===== config.mk =====
export PLATFORM = sky130hd
export DESIGN_NAME = ebi_multi_bridge
export DESIGN_NICKNAME = d
export VERILOG_FILES = /design/src/rtl/ebi_pkg.sv /design/src/rtl/ebi_sample_prefetch.sv /design/src/rtl/ebi_multi_bridge.sv
export SDC_FILE = /design/constraint.sdc
export NUM_CORES = 1
export LEC_CHECK = 0
export CORE_ASPECT_RATIO = 0.8
export CORE_MARGIN = 1.5
export CORE_UTILIZATION = 40
export DETAILED_ROUTE_END_ITERATION = 10
export PLACE_DENSITY = 0.66
export SLEW_MARGIN = 20
export SYNTH_ARGS = -nofsm -noshare
export SYNTH_HDL_FRONTEND = slang
export SYNTH_SLANG_ARGS = --single-unit
export TNS_END_PERCENT = 1

===== constraint.sdc =====
create_clock -name clk -period 2.1 [get_ports clk]
set_input_delay 0.63 -clock clk [delete_from_list [all_inputs] [get_ports clk]]
set_output_delay 0.63 -clock clk [all_outputs]
set_load 0.005 [all_outputs]

===== src/rtl/ebi_pkg.sv =====
// rtl/ebi_pkg.sv - shared address map, time commands, IRQ bits and prefetch states for the EBI bridge
package ebi_pkg;

  localparam logic [7:0] ADDR_STATUS       = 8'h00;
  localparam logic [7:0] ADDR_CMD_BASE     = 8'h01;
  localparam logic [7:0] ADDR_TIME_CMD     = 8'h10;
  localparam logic [7:0] ADDR_TIME_L       = 8'h11;
  localparam logic [7:0] ADDR_TIME_H       = 8'h12;
  localparam logic [7:0] ADDR_IRQ_MASK     = 8'h13;
  localparam logic [7:0] ADDR_IRQ_STATUS   = 8'h14;
  localparam logic [7:0] ADDR_READBACK     = 8'h15;
  localparam logic [7:0] ADDR_CMD_COUNT    = 8'h16;
  localparam logic [7:0] ADDR_SAMPLE_DATA  = 8'h20;
  localparam logic [7:0] ADDR_SAMPLE_COUNT = 8'h30;

  localparam logic [15:0] TIME_RUN        = 16'hDEAD;
  localparam logic [15:0] TIME_STOP       = 16'hCAFE;
  localparam logic [15:0] TIME_RESET      = 16'hBEEF;
  localparam logic [15:0] TIME_SOFT_RESET = 16'hD00D;

  localparam int IRQ_CMD_FULL     = 0;
  localparam int IRQ_CMD_OVF      = 1;
  localparam int IRQ_SAMPLE_FULL  = 2;
  localparam int IRQ_SAMPLE_UNDER = 3;
  localparam int IRQ_TIME_WRAP    = 4;
  localparam int IRQ_W            = 5;

  localparam logic [15:0] UNDERFLOW_FILL = 16'hDEAD;

  typedef enum logic [1:0] {
    PF_EMPTY,
    PF_FETCH,
    PF_FULL
  } pf_state_t;

endpackage


===== src/rtl/ebi_sample_prefetch.sv =====
// rtl/ebi_sample_prefetch.sv - one sample channel's read-ahead FSM and capture register
module ebi_sample_prefetch
  import ebi_pkg::*;
#(
  parameter int DATA_W = 16
) (
  input  logic              clk,
  input  logic              rst,
  input  logic              fifo_empty,
  input  logic [DATA_W-1:0] fifo_data,
  input  logic              pop,
  output logic              rd_en,
  output logic [DATA_W-1:0] data,
  output logic              valid
);

  pf_state_t state;

  // Fetch one word ahead of the host and hold it until the host reads it.
  // In FETCH, rd_en still high means the FIFO registers its word on this edge;
  // the word is captured on the following edge.
  always_ff @(posedge clk or negedge rst) begin
    if (!rst) begin
      state <= PF_EMPTY;
      rd_en <= 1'b0;
      data  <= DATA_W'(UNDERFLOW_FILL);
      valid <= 1'b0;
    end else begin
      case (state)
        PF_EMPTY: begin
          if (!fifo_empty) begin
            rd_en <= 1'b1;
            state <= PF_FETCH;
          end
        end
        PF_FETCH: begin
          if (rd_en) begin
            rd_en <= 1'b0;
          end else begin
            data  <= fifo_data;
            valid <= 1'b1;
            state <= PF_FULL;
          end
        end
        PF_FULL: begin
          if (pop) begin
            valid <= 1'b0;
            state <= PF_EMPTY;
          end
        end
        default: begin
          state <= PF_EMPTY;
          rd_en <= 1'b0;
          valid <= 1'b0;
        end
      endcase
    end
  end

endmodule


===== src/rtl/ebi_multi_bridge.sv =====
// rtl/ebi_multi_bridge.sv - EBI bridge: command assembly, sample prefetch, time counter, IRQ
module ebi_multi_bridge
  import ebi_pkg::*;
#(
  parameter int DATA_W    = 16,
  parameter int CMD_WORDS = 5,
  parameter int N_CH      = 4,
  parameter int CNT_W     = 16,
  parameter int PRESCALE  = 1
) (
  input  logic                        clk,
  input  logic                        rst,
  input  logic [DATA_W-1:0]           data_in,
  output logic [DATA_W-1:0]           data_out,
  input  logic [7:0]                  addr,
  input  logic                        rd,
  input  logic                        wr,
  input  logic                        cs,
  output logic                        softy_reset,
  output logic [DATA_W*CMD_WORDS-1:0] cmd_fifo_data_in,
  output logic                        cmd_fifo_wr_en,
  input  logic                        cmd_fifo_full,
  input  logic                        cmd_fifo_almost_full,
  input  logic                        cmd_fifo_empty,
  input  logic [CNT_W-1:0]            cmd_fifo_data_count,
  input  logic [DATA_W*N_CH-1:0]      sample_fifo_data_out,
  output logic [N_CH-1:0]             sample_fifo_rd_en,
  input  logic [N_CH-1:0]             sample_fifo_empty,
  input  logic [N_CH-1:0]             sample_fifo_full,
  input  logic [CNT_W*N_CH-1:0]       sample_fifo_data_count,
  output logic [31:0]                 global_clock,
  output logic                        global_clock_running,
  output logic                        irq
);

  logic                         rd_s, wr_s;
  logic [2:0]                   rd_sync, wr_sync;
  logic                         rd_rise, wr_rise, rd_done, wr_done;
  logic [7:0]                   addr_q;
  logic [DATA_W-1:0]            wdata_q;
  logic [DATA_W-1:0]            cmd_words [CMD_WORDS];
  logic [DATA_W-1:0]            readback, irq_mask, rd_mux;
  logic [IRQ_W-1:0]             irq_status, irq_set, irq_w1c;
  logic                         cmd_full_q;
  logic [N_CH-1:0]              sample_full_q;
  logic [31:0]                  time_cnt, presc;
  logic [15:0]                  time_h_snap;
  logic                         time_cmd_hit, time_clear, time_tick, time_wrap, commit;
  logic [N_CH-1:0]              pf_valid, pf_pop, pf_under;
  logic [N_CH-1:0][DATA_W-1:0]  pf_data;

  assign rd_s    = cs & rd;
  assign wr_s    = cs & wr;
  assign rd_rise = rd_sync[1] & ~rd_sync[2];
  assign wr_rise = wr_sync[1] & ~wr_sync[2];
  assign rd_done = rd_sync[2] & ~rd_sync[1];
  assign wr_done = wr_sync[2] & ~wr_sync[1];

  // Two-flop synchronisers for the async strobes plus one stage for edge detection
  always_ff @(posedge clk or negedge rst) begin
    if (!rst) begin
      rd_sync <= '0;
      wr_sync <= '0;
    end else begin
      rd_sync <= {rd_sync[1:0], rd_s};
      wr_sync <= {wr_sync[1:0], wr_s};
    end
  end

  // Hold address and write data from the synchronised strobe start until its completion
  always_ff @(posedge clk or negedge rst) begin
    if (!rst) begin
      addr_q  <= '0;
      wdata_q <= '0;
    end else begin
      if (rd_rise || wr_rise) addr_q <= addr;
      if (wr_rise) wdata_q <= data_in;
    end
  end

  // Register-file writes, applied when a write strobe completes
  always_ff @(posedge clk or negedge rst) begin
    if (!rst) begin
      for (int i = 0; i < CMD_WORDS; i++) cmd_words[i] <= '0;
      readback <= '0;
      irq_mask <= '0;
    end else if (wr_done) begin
      readback <= wdata_q;
      if (addr_q == ADDR_IRQ_MASK) irq_mask <= wdata_q;
      for (int i = 0; i < CMD_WORDS; i++)
        if (addr_q == ADDR_CMD_BASE + 8'(i)) cmd_words[i] <= wdata_q;
    end
  end

  // Word 1 sits in the most significant slot of the command bus
  always_comb begin
    cmd_fifo_data_in = '0;
    for (int i = 0; i < CMD_WORDS; i++)
      cmd_fifo_data_in[(CMD_WORDS-1-i)*DATA_W +: DATA_W] = cmd_words[i];
  end

  assign commit = wr_done && (addr_q == ADDR_CMD_BASE + 8'(CMD_WORDS - 1));

  // Push the assembled command once the last word lands, unless the FIFO is full
  always_ff @(posedge clk or negedge rst) begin
    if (!rst) cmd_fifo_wr_en <= 1'b0;
    else      cmd_fifo_wr_en <= commit & ~cmd_fifo_full;
  end

  assign time_cmd_hit = wr_done && (addr_q == ADDR_TIME_CMD);
  assign time_clear   = time_cmd_hit && (wdata_q == DATA_W'(TIME_RESET));
  assign time_tick    = global_clock_running && (presc == 32'(PRESCALE - 1));
  assign time_wrap    = time_tick && (time_cnt == 32'hFFFF_FFFF) && !time_clear;
  assign global_clock = time_cnt;

  // Prescaled global time counter and TIME_CMD handling; clear beats increment
  always_ff @(posedge clk or negedge rst) begin
    if (!rst) begin
      time_cnt             <= '0;
      presc                <= '0;
      global_clock_running <= 1'b0;
      softy_reset          <= 1'b0;
    end else begin
      softy_reset <= time_cmd_hit && (wdata_q == DATA_W'(TIME_SOFT_RESET));
      if (time_clear) begin
        time_cnt             <= '0;
        presc                <= '0;
        global_clock_running <= 1'b0;
      end else begin
        if (time_cmd_hit && (wdata_q == DATA_W'(TIME_RUN)))       global_clock_running <= 1'b1;
        else if (time_cmd_hit && (wdata_q == DATA_W'(TIME_STOP))) global_clock_running <= 1'b0;
        if (time_tick) begin
          presc    <= '0;
          time_cnt <= time_cnt + 32'd1;
        end else if (global_clock_running) begin
          presc <= presc + 32'd1;
        end
      end
    end
  end

  // Per-channel consume (full) or underflow (not full) at the end of a sample read
  always_comb begin
    pf_pop   = '0;
    pf_under = '0;
    for (int c = 0; c < N_CH; c++) begin
      pf_pop[c]   = rd_done && (addr_q == ADDR_SAMPLE_DATA + 8'(c)) && pf_valid[c];
      pf_under[c] = rd_done && (addr_q == ADDR_SAMPLE_DATA + 8'(c)) && !pf_valid[c];
    end
  end

  for (genvar c = 0; c < N_CH; c++) begin : g_ch
    ebi_sample_prefetch #(.DATA_W(DATA_W)) u_prefetch (
      .clk        (clk),
      .rst        (rst),
      .fifo_empty (sample_fifo_empty[c]),
      .fifo_data  (sample_fifo_data_out[c*DATA_W +: DATA_W]),
      .pop        (pf_pop[c]),
      .rd_en      (sample_fifo_rd_en[c]),
      .data       (pf_data[c]),
      .valid      (pf_valid[c])
    );
  end

  // Sticky interrupt sources
  always_comb begin
    irq_set                   = '0;
    irq_set[IRQ_CMD_FULL]     = cmd_fifo_full & ~cmd_full_q;
    irq_set[IRQ_CMD_OVF]      = commit & cmd_fifo_full;
    irq_set[IRQ_SAMPLE_FULL]  = |(sample_fifo_full & ~sample_full_q);
    irq_set[IRQ_SAMPLE_UNDER] = |pf_under;
    irq_set[IRQ_TIME_WRAP]    = time_wrap;
  end

  assign irq_w1c = (wr_done && (addr_q == ADDR_IRQ_STATUS)) ? wdata_q[IRQ_W-1:0] : '0;

  // Status update with set winning over clear; irq follows status one cycle later
  always_ff @(posedge clk or negedge rst) begin
    if (!rst) begin
      cmd_full_q    <= 1'b0;
      sample_full_q <= '0;
      irq_status    <= '0;
      irq           <= 1'b0;
    end else begin
      cmd_full_q    <= cmd_fifo_full;
      sample_full_q <= sample_fifo_full;
      irq_status    <= (irq_status & ~irq_w1c) | irq_set;
      irq           <= |(irq_status & irq_mask[IRQ_W-1:0]);
    end
  end

  // Read source selection from the live EBI address
  always_comb begin
    rd_mux = '0;
    if (addr == ADDR_STATUS)
      rd_mux = DATA_W'({cmd_fifo_almost_full, cmd_fifo_full, cmd_fifo_empty,
                        |sample_fifo_full, |sample_fifo_empty, irq, 10'h0});
    if (addr == ADDR_TIME_L)     rd_mux = DATA_W'(time_cnt[15:0]);
    if (addr == ADDR_TIME_H)     rd_mux = DATA_W'(time_h_snap);
    if (addr == ADDR_IRQ_MASK)   rd_mux = irq_mask;
    if (addr == ADDR_IRQ_STATUS) rd_mux = DATA_W'(irq_status);
    if (addr == ADDR_READBACK)   rd_mux = readback;
    if (addr == ADDR_CMD_COUNT)  rd_mux = DATA_W'(cmd_fifo_data_count);
    for (int i = 0; i < CMD_WORDS; i++)
      if (addr == ADDR_CMD_BASE + 8'(i)) rd_mux = cmd_words[i];
    for (int c = 0; c < N_CH; c++) begin
      if (addr == ADDR_SAMPLE_DATA + 8'(c))
        rd_mux = pf_valid[c] ? pf_data[c] : DATA_W'(UNDERFLOW_FILL);
      if (addr == ADDR_SAMPLE_COUNT + 8'(c))
        rd_mux = DATA_W'(sample_fifo_data_count[c*CNT_W +: CNT_W]);
    end
  end

  // Refresh read data every cycle of a read; TIME_H is snapshotted alongside TIME_L
  always_ff @(posedge clk or negedge rst) begin
    if (!rst) begin
      data_out    <= '0;
      time_h_snap <= '0;
    end else if (rd_s) begin
      data_out <= rd_mux;
      if (addr == ADDR_TIME_L) time_h_snap <= time_cnt[31:16];
    end
  end

endmodule


==> results by group <==
Worst setup path
  • Critical Path Sink Type: flop
  • WS Path Type: input port to flop
  • Worst Setup SP: addr[1]
  • WP data arrival: around 2.7 ns
  • RR Endpoint: presc[19]$_DFFE_PN0P_
  • FF-to-FF path depth: 6
  • Reg-to-reg startpoint: wdata_q[14]$_DFFE_PN0P_
  • CP required: around 2.6 ns
  • Worst Path Max Fanout: 8
  • Reg2reg setup slack: -0.05 ns
  • CP Launch Type: input port

Floorplanning
  • Overall die width: roughly 240 um
  • Chip height: around 190 um
  • Core Rows: 68
  • Ports: 320
  • Die area: 0.0449 mm^2
  • Core footprint: ~0.043 mm^2
  • Initial Util: 40.5%

Final layout
  • Fill cells: about 3600
  • Ratio of cells with drive above 1 in the final layout: between 30 and 40%
  • Area grow syn2layout: 48.1%
  • NumNets Final: 2496
  • Final Util: between 60% and 70%
  • Finished Cell Area: 0.0258 mm^2

STA
  • Crit share post-route: 104%
  • Clock skew: 0.0145 ns
  • Final min period: ~2.2 ns
  • Worst slew pin tran: ~0.63 ns
  • Setup TNS: -0.362 ns
  • F_max: 457 MHz
  • Final hold vios: 0
  • Relative slew margins: a little under 60%
  • # setup viols final: 10
  • Slew Limit Fails: 0
  • Fin worst setup slack: -0.0889 ns
  • Final hold slack: between 0.3 and 0.4 ns
  • RSZ-0062 raised after global routing: yes

Outcome
  • Outcome: finished with violations
  • Failing checks: negative setup slack

Placed design
  • HPWL Detailed: between 60000 and 70000 um
  • Placer Congestion: slightly above 1
  • PortBufs: ~320
  • Area after DPL: around 0.024 mm^2

Min path
  • Hold worst-path end: wr_sync[1]$_DFF_PN0_
  • Hold Path Class: flop to flop
  • WHS Path Cells: 0
  • Hold_sp: wr_sync[0]$_DFF_PN0_

CTS
  • Clk sink count: approximately 330
  • CTS clk-pin slew, worst paths: ~0.060 ns
  • H-tree depth: 2
  • Root Driver: clkbuf_16
  • Clock Latency Late Sink: about 0.54 ns
  • CTS tree: done
  • CTS Buf Count: 37
  • CTS max path bufs: 3

Yosys
  • YS warnings: 0
  • Primary FF master, synth: dfrtp_1
  • Area leader, netlist: dfrtp_1
  • Fraction of registers with async set/reset: 100%
  • Ranking of synthesized cells by area: dfrtp_1 (41%), mux2_2 (14%), dfstp_2 (6.6%), nor2_1 (3.1%), a21oi_1 (2.7%)
  • Top-count cell post-synth: dfrtp_1
  • Post-synthesis cell area: 0.0174 mm^2
  • Commonest cells post-synth: dfrtp_1 (288), mux2_2 (214), nor2_1 (144)
  • Area share of the largest cell type after synthesis: between 40% and 50%
  • Synth Net Count: about 1900
  • Number of synthesized flops with an enable pin: 0
  • Mapped Cells: 1696
  • Flops & latches, synth: roughly 330
  • Post-synthesis sequential area ratio: between 40% and 50%
  • Synth unique cells: 87
  • Mean Syn Cell Area: 10.3 um^2

Power and ir drop
  • Power per cell area: 779 mW/mm^2
  • Flop pwr share: around 45%
  • Combinational power share: approximately 22%
  • Clk pwr share: about a third
  • Peak supply drop: about 0.60 mV
  • Switching share of power: between 20% and 30%
  • Cell Int Power: roughly 14 mW
  • NetSw: 5.99 mW
  • Lkg Pwr: roughly 12 nW

Route
  • Drt initial violations: roughly 2200
  • Drt total wl: about 80000 um
  • Vias: about 17000
  • Detailed Routing Iterations Pass 1: 6
  • Vias per cell: 5.96
  • Routed wire per std cell: about 27 um
  • Routed Antenna Nets: 0
  • DRC violation count after routing: 0

GRT
  • Vias in the first global route: ~17000
  • Gr usage total: between 30% and 40%
  • Gr ovfl total: 0
  • First-pass GRT wire length: approximately 120000 um
  • Initial antenna violation count: 4
  • Largest net degree at the start of global routing: just under 80

Run
  • Number of max-cap violations: 0
-- cell type report --
| class | count | area (um^2) | area share (%) |
|---|---|---|---|
| clock inverters | 13 | 184 | 0.712 |
| repair buffers | 696 | 6280 | 24.3 |
| multi-input cells | 1213 | 9070 | 35.1 |
| diodes | 2 | 5.00 | 0.0194 |
| well taps | 560 | 701 | 2.71 |
| inverters | 29 | 109 | 0.421 |
| clock buffers | 54 | 1090 | 4.22 |
| flip-flops and latches | 332 | 8400 | 32.5 |
-- kinds of logic (layout without fill, tap and decap cells) --
group	count (synthesis)	count (layout)	share of synthesized area [%]
mux	220	220	14.2
flops	332	332	47.9
xor+xnor	50	50	2.51
buf+inv	151	792	3.69
other cells	0	2	0
fa+ha+maj	3	3	0.215
compound gates	395	395	15.0
simple gates	545	545	16.5
-- registers in the layout, indices dropped and copies added, names as in the netlist, 3 cells and up --
signal	count
cmd_fifo_data_in	80
g_ch.u_prefetch.data	64
global_clock	32
presc	32
data_out	16
irq_mask	16
readback	16
time_h_snap	16
wdata_q	16
addr_q	8
g_ch.u_prefetch.state	8
irq_status	5
g_ch.u_prefetch.rd_en	4
g_ch.u_prefetch.valid	4
sample_full_q	4
rd_sync	3
wr_sync	3
-- worst max-delay path, stage by stage --
cell and delay (ns):
buf_4 0.17, buf_4 0.18, or4_4 0.54, buf_6 0.18
nor3_1 0.14, buf_4 0.19, a21oi_1 0.09, o31ai_4 0.12
a41oi_4 0.21, o21ai_1 0.19
-- power by group through the flow --
stage	Sequential (mW)	Combinational, mW	Clock, mW
CTS	8.91	4.26	6.89
global route	9.03	4.61	7.17
floorplan	8.40	2.27	0
detailed placement	9.00	4.26	0
finish	8.97	4.33	6.85
global placement	8.98	4.19	0
-- cells in the final DEF (no fill, tap or decap), types with 15 or more instances in the layout --
cell             netlist  routed
buf_4                  6     327
dfrtp_1              288     257
mux2_2               214     214
clkdlybuf4s50_1        0     190
nor2_1               144     138
nand2_1              119     110
dlygate4sd2_1          0     109
a21oi_1               95      87
o21ai_0               90      79
dfstp_2               44      44
nand3_1               46      41
xor2_1                40      40
clkbuf_16              0      38
dfrtp_2                0      31
nor3_1                39      30
a22oi_1               32      30
inv_1                 28      27
o22ai_1               28      26
buf_6                  1      26
nand4_1               23      23
and3_1                23      23
buf_12                 0      21
a31oi_1               19      18
nor2b_1               18      16
nand2b_1              16      15
-- per-layer routing --
metal / track usage [%] / routed length [um]
met1: 52.1 / 36200
met2: 52.3 / 34300
met3: 6.94 / 7230
met4: 8.73 / 2010
met5: 0 / 0
-- worst max-delay path by stage --
stage | slack (ns) | cells past startpoint | to
finish | -0.09 | 10 | data_out[5]$_DFFE_PN0P_
global route | -0.15 | 10 | global_clock[7]$_DFFE_PN0P_
detailed placement | -1.40 | 11 | data_out[5]$_DFFE_PN0P_
global placement | -1.35 | 10 | data_out[5]$_DFFE_PN0P_
floorplan | -0.28 | 7 | data_out[14]$_DFFE_PN0P_
CTS | -0.1 | 6 | presc[19]$_DFFE_PN0P_
-- timing repair --
action / CTS / global route
gates cloned: 3 / 1
hold endpoints to repair: 9 / 0
resized for setup: 241 / 84
pin swaps: 25 / 22
setup endpoints to repair: 203 / 93
hold buffers: 1 / 0
setup buffers: 4 / 6
-- metrics by stage --
| step | setup WS, ns | std cells | total power, mW |
|---|---|---|---|
| after detailed placement | -1.40 | 2815 | 13.3 |
| after global placement | -1.35 | 2815 | 13.2 |
| after global routing | -0.149 | 2899 | 20.8 |
| final | -0.0889 | 2899 | 20.1 |
| after floorplan | -0.281 | 1696 | 10.7 |
| after CTS | -0.0994 | 2890 | 20.1 |
Power figures use the tool's default switching activity.
